### src/rtl/lsu.sv
// Load/store unit: bridges the single-cycle datapath to a variable-latency
// data bus with req/ready/rvalid handshake, stall, extension and error flags.
//
// Ports:
//   clk, rst_n                 clock, async active-low reset
//   MemRead, MemWrite, funct3  access request from the datapath
//   ALUResult, WriteData       byte address and store data
//   ReadData                   extended load result (held between loads)
//   Stall                      core must hold PC / writeback
//   AccessErr                  illegal/misaligned (comb) or timeout (in DONE)
//   mem_req, mem_we, mem_addr  bus request, direction, word address
//   mem_be, mem_wdata          byte enables, lane-replicated store data
//   mem_ready, mem_rvalid      bus accept and read-data-valid
//   mem_rdata                  bus read data word
module lsu #(
  parameter int TIMEOUT_CYCLES = 256
) (
  input  logic        clk,
  input  logic        rst_n,
  input  logic        MemRead,
  input  logic        MemWrite,
  input  logic [2:0]  funct3,
  input  logic [31:0] ALUResult,
  input  logic [31:0] WriteData,
  output logic [31:0] ReadData,
  output logic        Stall,
  output logic        AccessErr,
  output logic        mem_req,
  output logic        mem_we,
  output logic [31:0] mem_addr,
  output logic [3:0]  mem_be,
  output logic [31:0] mem_wdata,
  input  logic        mem_ready,
  input  logic        mem_rvalid,
  input  logic [31:0] mem_rdata
);

  localparam int CW = $clog2(TIMEOUT_CYCLES) + 1;
  localparam logic [CW-1:0] CNT_LAST = CW'(TIMEOUT_CYCLES - 1);

  localparam logic [1:0] S_IDLE = 2'd0;
  localparam logic [1:0] S_REQ  = 2'd1;
  localparam logic [1:0] S_WAIT = 2'd2;
  localparam logic [1:0] S_DONE = 2'd3;

  logic [1:0]    state;
  logic [CW-1:0] cnt;
  logic [2:0]    f3_q;
  logic [1:0]    off_q;
  logic          err_q;

  logic          ld_ok;
  logic          st_ok;
  logic          align_ok;
  logic          legal;
  logic          launch;
  logic          illegal;
  logic          timeout;
  logic [3:0]    be_n;
  logic [31:0]   wd_n;
  logic [31:0]   lane;
  logic [31:0]   ext;

  always_comb begin
    ld_ok = 1'b0;
    st_ok = 1'b0;
    case (funct3)
      3'b000, 3'b001, 3'b010: begin
        ld_ok = 1'b1;
        st_ok = 1'b1;
      end
      3'b100, 3'b101: ld_ok = 1'b1;
      default: ;
    endcase
  end

  always_comb begin
    case (funct3[1:0])
      2'b01:   align_ok = ~ALUResult[0];
      2'b10:   align_ok = (ALUResult[1:0] == 2'b00);
      default: align_ok = 1'b1;
    endcase
  end

  assign legal   = (MemRead ^ MemWrite)
                 & (MemRead ? ld_ok : st_ok)
                 & align_ok;
  assign launch  = (state == S_IDLE) & legal;
  assign illegal = (state == S_IDLE) & (MemRead | MemWrite) & ~legal;

  // >= so a handshake on the last counted cycle cannot skip the limit
  assign timeout = ((state == S_REQ) | (state == S_WAIT))
                 & (cnt >= CNT_LAST);

  assign Stall     = launch | (state == S_REQ) | (state == S_WAIT);
  assign AccessErr = illegal | ((state == S_DONE) & err_q);
  assign mem_req   = (state == S_REQ);

  always_comb begin
    be_n = 4'b1111;
    wd_n = 32'h0;
    if (MemWrite) begin
      case (funct3[1:0])
        2'b00: begin
          be_n = 4'b0001 << ALUResult[1:0];
          wd_n = {4{WriteData[7:0]}};
        end
        2'b01: begin
          be_n = ALUResult[1] ? 4'b1100 : 4'b0011;
          wd_n = {2{WriteData[15:0]}};
        end
        default: begin
          be_n = 4'b1111;
          wd_n = WriteData;
        end
      endcase
    end
  end

  assign lane = mem_rdata >> {off_q, 3'b000};

  always_comb begin
    case (f3_q)
      3'b000:  ext = {{24{lane[7]}}, lane[7:0]};
      3'b001:  ext = {{16{lane[15]}}, lane[15:0]};
      3'b100:  ext = {24'h0, lane[7:0]};
      3'b101:  ext = {16'h0, lane[15:0]};
      default: ext = mem_rdata;
    endcase
  end

  always_ff @(posedge clk or negedge rst_n) begin
    if (!rst_n) begin
      state     <= S_IDLE;
      cnt       <= '0;
      f3_q      <= 3'b000;
      off_q     <= 2'b00;
      err_q     <= 1'b0;
      ReadData  <= 32'h0;
      mem_we    <= 1'b0;
      mem_addr  <= 32'h0;
      mem_be    <= 4'h0;
      mem_wdata <= 32'h0;
    end else begin
      case (state)
        S_IDLE: begin
          err_q <= 1'b0;
          if (launch) begin
            cnt       <= '0;
            f3_q      <= funct3;
            off_q     <= ALUResult[1:0];
            mem_we    <= MemWrite;
            mem_addr  <= {ALUResult[31:2], 2'b00};
            mem_be    <= be_n;
            mem_wdata <= wd_n;
            state     <= S_REQ;
          end
        end
        S_REQ: begin
          cnt <= cnt + 1'b1;
          if (mem_ready) begin
            state <= mem_we ? S_DONE : S_WAIT;
          end else if (timeout) begin
            err_q <= 1'b1;
            state <= S_DONE;
          end
        end
        S_WAIT: begin
          cnt <= cnt + 1'b1;
          if (mem_rvalid) begin
            ReadData <= ext;
            state    <= S_DONE;
          end else if (timeout) begin
            err_q <= 1'b1;
            state <= S_DONE;
          end
        end
        default: begin
          err_q <= 1'b0;
          state <= S_IDLE;
        end
      endcase
    end
  end

endmodule

### config.mk
export PLATFORM = sky130hd
export DESIGN_NAME = lsu
export DESIGN_NICKNAME = d
export VERILOG_FILES = /design/src/rtl/lsu.sv
export SDC_FILE = /design/constraint.sdc
export NUM_CORES = 1
export LEC_CHECK = 0
export ABC_CLOCK_PERIOD_IN_PS = 2500
export CAP_MARGIN = 20
export CORE_ASPECT_RATIO = 2
export CORE_MARGIN = 4
export CORE_UTILIZATION = 45
export DETAILED_ROUTE_END_ITERATION = 10
export PLACE_DENSITY_LB_ADDON = 0.05
export RECOVER_POWER = 50
export SLEW_MARGIN = 20
export SYNTH_ARGS = -nofsm -noshare
export SYNTH_HDL_FRONTEND = slang
export SYNTH_SLANG_ARGS = --single-unit
export TNS_END_PERCENT = 1
### constraint.sdc
create_clock -name clk -period 2.5 [get_ports clk]
set_input_delay 0.25 -clock clk [delete_from_list [all_inputs] [get_ports clk]]
set_output_delay 0.25 -clock clk [all_outputs]
set_load 0.05 [all_outputs]
==> results of run 1 <==
==> registers in the layout, summed over array words and instances (netlist names) <==
| name | cells |
|---|---|
| state | 2 |
| mem_addr | 30 |
| err_q | 1 |
| off_q | 2 |
| mem_we | 1 |
| mem_be | 4 |
| ReadData | 32 |
| cnt | 9 |
| f3_q | 3 |
| mem_wdata | 32 |
==> cells in the final DEF (no fill, tap or decap), types with 2 or more instances in the layout <==
| master | netlist | routed |
|---|---|---|
| and3_1 | 4 | 4 |
| nand2b_1 | 6 | 6 |
| clkbuf_2 | 0 | 4 |
| conb_1 | 1 | 2 |
| a22o_1 | 8 | 8 |
| clkbuf_1 | 27 | 3 |
| nand2_1 | 88 | 88 |
| inv_1 | 10 | 10 |
| mux2_2 | 33 | 33 |
| a21o_1 | 7 | 7 |
| o21ai_0 | 55 | 54 |
| mux2i_1 | 14 | 14 |
| clkbuf_16 | 0 | 17 |
| a21oi_1 | 24 | 24 |
| nor2b_1 | 2 | 2 |
| clkinv_4 | 0 | 2 |
| dfrtp_1 | 116 | 116 |
| nand4_1 | 3 | 3 |
| and2_1 | 3 | 3 |
| a31oi_1 | 4 | 4 |
| clkinvlp_4 | 0 | 5 |
| clkdlybuf4s50_1 | 0 | 173 |
| a22oi_1 | 7 | 7 |
| nor2_1 | 44 | 44 |
| buf_4 | 2 | 17 |
| nand3_1 | 37 | 37 |
| ha_1 | 11 | 11 |
| o22ai_1 | 8 | 8 |
| buf_12 | 0 | 4 |
| o31ai_1 | 32 | 32 |
| dlygate4sd3_1 | 0 | 30 |
| clkinv_2 | 0 | 3 |
==> final cells by class <==
class / instances / area share
Inverter: 11 / 0.00493
Timing Repair Buffer: 231 / 0.272
Clock buffer: 19 / 0.0529
Sequential cell: 116 / 0.347
Tap cell: 147 / 0.0220
Clock inverter: 12 / 0.0130
Multi-Input combinational cell: 401 / 0.288
==> metrics by stage <==
stage / setup slack [ns] / area, µm²
floorplan: -0.133 / 5560
global placement: 0.0184 / 7820
detailed placement: -0.0452 / 7820
CTS: 0.0419 / 8390
global route: 0.0235 / 8370
finish: 0.120 / 8370
==> critical path: cells and delay by family <==
kind	cells	cell delay, ns
fa+ha+maj	1	0.18
buf+inv	4	0.72
compound gates	1	0.37
simple gates	2	0.61
==> worst max path at each step <==
stage | from | to | slack [ns] | cells past startpoint
after floorplan | MemWrite | Stall | -0.13 | 10
after global placement | funct3[1] | mem_addr[23] | 0.02 | 7
after detailed placement | funct3[1] | mem_addr[23] | -0.05 | 7
after CTS | funct3[1] | Stall | 0.04 | 7
after global routing | MemWrite | AccessErr | 0.02 | 8
final | funct3[0] | Stall | 0.12 | 8
==> what timing repair did <==
action | CTS | global route
hold buffers | 1 | 0
endpoints found under the setup margin | 0 | 2
endpoints found under the hold margin | 33 | 0
gates resized for setup | 0 | 2
==> power breakdown <==
part / switching [mW] / internal [mW] / leakage (nW) / total [mW]
logic: 4.58 / 2.35 / 2.03 / 6.94
registers: 0.531 / 2.73 / 1.46 / 3.26
clock network: 0.859 / 1.38 / 0.257 / 2.24
==> synthesized netlist by cell type <==
master       n
o211ai_1     1
o22ai_1      8
ha_1        11
o21ai_0     55
o41ai_1      1
a21oi_1     24
o311a_1      1
and3_1       4
inv_1       10
and3b_1      1
and2_1       3
dfrtp_1    116
buf_1        2
nand2_1     88
a31oi_1      4
or3_1        1
clkinv_1     1
nand2b_1     6
nor2b_1      2
buf_6        4
buf_2        7
o31ai_1     32
mux2_2      33
mux2i_1     14
a22oi_1      7
or3b_1       1
a22o_1       8
a21o_1       7
nor2_1      44
or2_2        1
buf_4        2
nand4_1      3
o21a_1       1
clkbuf_1    27
conb_1       1
nand3_1     37
o2bb2ai_1    1
==> per-layer routing <==
layer,vias up,track usage,wire length (µm)
met4,0,0.126,595
met2,232,0.445,9640
met1,2418,0.261,5750
met5,-,0,0
met3,39,0.0556,1270
li1,2421,-,-
==> kinds of logic after synthesis <==
logic type,count (synthesis),share of synthesized area
adders and majority gates,11,0.0248
AOI/OAI and AO/OA,150,0.167
buffers and inverters,53,0.0442
other,1,0.000675
muxes,47,0.0922
DFF,116,0.523
and+or+nand+nor,191,0.148
==> metrics.txt, run 1 <==
status complete, no violations; WL final 17.3 mm; HP Class in -> reg; Max IR drop VDD around 1100 µV; CTS Root Cell clkbuf_16; post-DP HPWL 13.1 mm; CP Data Required Time between 2 and 2.5 ns; CTS H-tree depth 4; Tmin final approximately 2.4 ns; routed wire length per instance 18.4 µm; fillers approximately 980; clock latency on the worst-skew pair 0.41 ns; share of post-route cells with drive strength above 1 0.115; worst r2r src state[0]; die footprint 14300 µm²; Worst setup SP type input pin; CP max-delay cell or3b_4; Synth cell types 37; placer congestion estimate 0.859; Die Ht 165 µm; Mapped Area 5550 µm²; storage element area 2900 µm²; Crit. End Element output port; cell taking the most area after synthesis dfrtp_1; Post-route DRC 0; Fin Setup TNS 0 ns; antenna viol nets, final 0; Slew Limit Fails 0; Util after Layout 0.691; final setup vio count 0; Clock Skew 0.0128 ns; PwrDens 1480 nW/µm²; ranking of synthesized cells by area dfrtp_1 (52%), mux2_2 (6.7%), nand2_1 (5.9%); crit path DAT between 2 and 2.5 ns; Worst-path clk slew ~0.050 ns; antenna cells 0; via count of the first global-routing pass 5434; row cnt 57; Syn-to-layout area delta 50.8%; Hold Path Cell Cnt 4; Bufs on Longest Clock Path 2; Worst R2R Setup Slack around 0.43 ns; crit-path max cell delay 0.47 ns; Worst Hold End f3_q[1]; clock sink count around 120; R2R Path End cnt[6]; port bufs 206; Die Wd 86.6 µm; Crit Path Class in -> out; crit-path max FO 6; CP cell instances clkdlybuf4s50_1 -> inv_1 -> ha_1 -> inv_1 -> o311a_1 -> or3b_4 -> nand2_1 -> buf_12; Max Freq 420 MHz; CTS buffer count 17; Static Leak 3.75 nW; worst-margin pin slew 1.03 ns; slew margin rel. 0.315; initial antenna violation count 0; Hold Slack 0.443 ns; multi-input logic area 2410 µm²; GRT Total Usage 0.246; critical path's most frequent cell inv_1; gr ovfl total 0; post-DR vias/cell 5.45; RSZ-0062 raised after global routing false; largest net degree at the start of global routing 42; total power 12.4 mW; Starting Density 0.458; synthesis-stage register bit count approximately 120; Core Region 12100 µm²; synthesized instance count around 570; final net count 894; Seq/Total Area, Yosys 0.523; I/O pins 209; Tcrit/Tclk final 0.952; first-pass iteration count of the detailed router 5; Ys Warns 0; syn avg cell area 9.76 µm²; CTS tree built; Min-Delay Startpoint funct3[1]; global-route wire length before repair roughly 27 mm; placed cell count 905; vias 5110; Hold Violations, Final 0; Max Cap Violations 0; Synth top area share 0.523; 1st-iter DRT viols 284; reg2reg path depth 5; Post CTS Setup Buffer Count 0; non-filler cells, final about 940
Note: power is estimated with default switching activity, not from simulation.
==> inputs of run 2 (changes only) <==
--- a/config.mk
+++ b/config.mk
@@ -7,11 +7,11 @@
 export LEC_CHECK = 0
 export ABC_CLOCK_PERIOD_IN_PS = 2500
 export CAP_MARGIN = 20
-export CORE_ASPECT_RATIO = 2
+export CORE_ASPECT_RATIO = 0.75
 export CORE_MARGIN = 4
 export CORE_UTILIZATION = 45
 export DETAILED_ROUTE_END_ITERATION = 10
-export PLACE_DENSITY_LB_ADDON = 0.05
+export PLACE_DENSITY_LB_ADDON = 0.2
 export RECOVER_POWER = 50
 export SLEW_MARGIN = 20
 export SYNTH_ARGS = -nofsm -noshare
==> metrics.txt, run 2 (same netlist as run 1, synthesis figures left out) <==
status complete, no violations; initial antenna violation count 0; worst r2r src state[0]; most common cell after layout, fill and taps aside clkdlybuf4s50_1; I/O pins ~210; CP Data Required Time approximately 2.3 ns; CTS Root Cell clkbuf_16; Fin Setup TNS 0 ns; final net count 891; WL final 16.4 mm; Hold Violations, Final 0; CTS H-tree depth 4; Slew Limit Fails 0; Die Wd 136 µm; RSZ-0062 raised after global routing false; HP Class in -> reg; most frequent cells in the layout clkdlybuf4s50_1 (160), dfrtp_1 (116), nand2_1 (88); vias 5064; Starting Density 0.470; via count of the first global-routing pass roughly 4900; final setup vio count 0; post-DR vias/cell 5.34; Worst setup SP type input pin; antenna cells 0; Max IR drop VDD 1040 µV; fin area about 8400 µm²; Static Leak 3.78 nW; placed cell count roughly 920; CTS buffer count 17; Die Ht 104 µm; crit-path max FO 4; Crit Path Class in -> out; Syn-to-layout area delta 50.9%; row cnt 34; Crit. End Element output port; slew margin rel. 0.208; first-pass iteration count of the detailed router 5; 1st-iter DRT viols 360; placer congestion estimate 0.870; Worst-path clk slew 0.05 ns; Placed Instance Area 7820 µm²; global-route wire length before repair ~26 mm; Largest regs ReadData x32, mem_wdata x32, mem_addr x30; non-filler cells, final 949; routed wire length per instance about 17 µm; total power between 10 and 15 mW; clock sink count 116; port bufs 206; Hold Slack 0.453 ns; Max Freq between 400 and 500 MHz; GRT Total Usage 0.230; largest net degree at the start of global routing 68; post-DP HPWL 12.4 mm; share of post-route cells with drive strength above 1 0.116; worst-margin pin slew ~1.2 ns; Min-Delay Startpoint ALUResult[13]; Worst R2R Setup Slack 0.46 ns; Clock Skew 0.0106 ns; clock latency on the worst-skew pair 0.41 ns; Post-route DRC 0; Max Cap Violations 0; Tmin final 2.38 ns; Tcrit/Tclk final 0.952; Core Region 11800 µm²; die footprint 14200 µm²; PwrDens approximately 1500 nW/µm²; CTS tree built; gr ovfl total 0; antenna viol nets, final 0; Bufs on Longest Clock Path 2; crit path launch funct3[1]; crit path DAT 2.13 ns
-- run 2: changes by cell type in the layout (fill, tap and decap cells not counted), moves of 4 or more --
| cell | before | now |
|---|---|---|
| clkinvlp_4 | 5 | 1 |
| clkdlybuf4s50_1 | 173 | 160 |
| clkinv_2 | 3 | 7 |
| dlygate4sd3_1 | 30 | 44 |
-- run 2: routing by layer --
layer | vias up | track usage | wire length, µm
met1 | 2402 | 0.309 | 6940
met3 | 14 | 0.0735 | 1530
li1 | 2424 | - | -
met4 | 0 | 0.0511 | 161
met2 | 224 | 0.365 | 7760
met5 | - | 0 | 0
-- run 2: worst max-delay path: stages --
cell             delay [ns]
clkdlybuf4s50_1        0.54
ha_1                   0.20
inv_1                  0.04
o311a_1                0.38
or3b_4                 0.45
nand2_1                0.12
buf_12                 0.15
-- run 2: path summary, 6_finish.rpt --
check	endpoint	cells past startpoint
worst max-delay path	Stall	7
worst min-delay path	mem_addr[13]	2
worst max register to register	cnt[4]	5
worst min register to register	mem_wdata[22]	2
max in group asynchronous	ReadData[30]	3
min in group asynchronous	mem_addr[25]	2
-- run 2: repair_timing --
action	4_1_cts	5_1_grt
buffers inserted	0	0
setup endpoints to repair	1	1
endpoints found under the hold margin	46	0
pin swaps	0	1
hold buffers	1	0
resized for setup	1	3
-- run 2: layout make-up --
class | count | area, µm²
Timing Repair Buffer | 228 | 2250
Sequential cell | 116 | 2900
Multi-Input combinational cell | 401 | 2420
Clock inverter | 11 | 111
Fill cell | 909 | 3450
Clock buffer | 20 | 447
Tap cell | 162 | 203
Inverter | 11 | 41.3
-- run 2: power breakdown --
part / internal [mW] / total, mW / leakage (nW) / switching (mW)
Clock: 1.47 / 2.28 / 0.279 / 0.805
Sequential: 2.72 / 3.25 / 1.46 / 0.524
Combinational: 2.30 / 6.82 / 2.04 / 4.52
-- run 2: per-stage QoR --
| stage | util | setup WS (ns) |
|---|---|---|
| 2_1_floorplan | - | -0.133 |
| 3_3_place_gp | 0.661 | 0.0347 |
| 3_5_place_dp | 0.661 | -0.0458 |
| 4_1_cts | 0.710 | 0.0528 |
| 5_1_grt | 0.708 | 0.0162 |
| 6_report | 0.708 | 0.119 |
==> inputs of run 3 (changes only) <==
--- a/config.mk
+++ b/config.mk
@@ -11,8 +11,9 @@
 export CORE_MARGIN = 4
 export CORE_UTILIZATION = 45
 export DETAILED_ROUTE_END_ITERATION = 10
-export PLACE_DENSITY_LB_ADDON = 0.2
+export PLACE_DENSITY = 0.81
 export RECOVER_POWER = 50
+export SETUP_SLACK_MARGIN = 0.1
 export SLEW_MARGIN = 20
 export SYNTH_ARGS = -nofsm -noshare
 export SYNTH_HDL_FRONTEND = slang
==> metrics.txt, run 3 (same netlist as run 1, synthesis figures left out) <==
routed wire length per instance about 18 µm; slew margin rel. 0.265; sequential power share 0.258; Comb power frac 0.545; crit path launch funct3[1]; WL final approximately 17 mm; fin area 8470 µm²; Post-route DRC 0; Worst R2R Setup Slack 0.45 ns; port bufs between 200 and 250; PwrDens 1490 nW/µm²; CTS buffer count 17; Crit. End Element output port; most frequent cells in the layout clkdlybuf4s50_1 (160), dfrtp_1 (116), nand2_1 (87); clock latency on the worst-skew pair 0.41 ns; Static Leak 3.80 nW; Bufs on Longest Clock Path 2; first-pass iteration count of the detailed router 5; Util after Layout 0.716; HP Class in -> reg; Hold Violations, Final 0; CTS tree built; switching share of power 0.475; final net count 891; R2R Path End cnt[4]; via count of the first global-routing pass ~5200; gr ovfl total 0; GRT Total Usage 0.238; Crit Path Class in -> out; Worst-path clk slew ~0.060 ns; reg2reg path depth 5; global-route wire length before repair 26.8 mm; antenna cells 0; CTS H-tree depth 4; antenna viol nets, final 0; placer congestion estimate 0.877; I/O pins approximately 210; crit path to Stall; Die Wd 136 µm; Placed Instance Area 7840 µm²; 1st-iter DRT viols 306; crit path DAT 2.14 ns; most common cell after layout, fill and taps aside clkdlybuf4s50_1; worst-margin pin slew 1.10 ns; vias 5204; Clock Skew roughly 0.0091 ns; share of post-route cells with drive strength above 1 0.122; Die Ht 104 µm; die footprint 14200 µm²; clock sink count roughly 120; Tcrit/Tclk final 0.955; post-DR vias/cell 5.48; Largest regs ReadData x32, mem_wdata x32, mem_addr x30; Max Cap Violations 0; worst r2r src state[0]; Tmin final 2.39 ns; initial antenna violation count 0; status complete, no violations; Pint 6.64 mW; Max IR drop VDD around 990 µV; Syn-to-layout area delta 52.5%; Worst setup SP type input pin; Slew Limit Fails 0; Fin Setup TNS 0 ns; post-DP HPWL ~13 mm; Starting Density 0.470; final setup vio count 0; largest net degree at the start of global routing 58; row cnt 34; RSZ-0062 raised after global routing true; CP Data Required Time about 2.3 ns; CTS Root Cell clkbuf_16; Max Freq around 420 MHz; crit-path max FO 4; Net Switching 6.00 mW; Core Region 11800 µm²; Clk network pwr share 0.198
run 3: timing repair:
action                                  CTS  global route
pin swaps                                 1             1
resized for setup                         3             1
cloned                                    0             0
endpoints found under the setup margin    1             2
hold buffers                              1             0
setup buffers                             0             0
hold endpoints to repair                 44             0
run 3: layout make-up:
type	count	area [µm²]
clock buffers	18	439
clock inverters	14	175
fillers	839	3360
inverters	11	42.5
multi-input cells	401	2440
flip-flops and latches	116	2900
well taps	162	203
repair buffers	228	2260
run 3: worst min path at each step:
stage                       start            end  slack [ns]  depth (start not counted)
floorplan                   rst_n    ReadData[0]       -0.05                          0
global placement            rst_n  mem_wdata[10]        0.28                          1
detailed placement          rst_n    mem_addr[3]        0.29                          1
CTS                         rst_n    mem_addr[8]        0.40                          2
global route        WriteData[26]  mem_wdata[26]        0.45                          3
finish              WriteData[26]  mem_wdata[26]        0.44                          3
run 3: routing by layer:
layer	vias up	global-route usage	wire length, µm
li1	2420	-	-
met1	2532	0.312	7070
met2	232	0.384	8190
met3	20	0.0672	1560
met4	0	0.0741	194
met5	-	0	0
run 3: power by group through the flow:
stage / sequential [mW] / clock (mW) / combinational [mW]
4_1_cts: 3.27 / 2.53 / 7.03
3_5_place_dp: 3.29 / 0 / 7.01
3_3_place_gp: 3.25 / 0 / 6.86
2_1_floorplan: 5.87 / 0 / 1.88
5_1_grt: 3.37 / 2.63 / 7.25
6_report: 3.26 / 2.50 / 6.88
run 3: metrics by stage:
step / instances / hold slack [ns] / worst slack [ns] / total power [mW]
floorplan: 570 / -0.0456 / 0.0829 / 7.76
detailed placement: 917 / 0.294 / -0.0981 / 10.3
CTS: 950 / 0.401 / 0.108 / 12.8
global route: 950 / 0.446 / 0.0608 / 13.2
finish: 950 / 0.445 / 0.112 / 12.6
global placement: 917 / 0.277 / 0.0120 / 10.1
run 3: worst max-delay path, cell delays in order:
cell and delay [ns]:
clkdlybuf4s50_1 0.54, ha_1 0.20, inv_1 0.06, o311a_1 0.39
or3b_4 0.48, nand2_4 0.09, buf_12 0.13
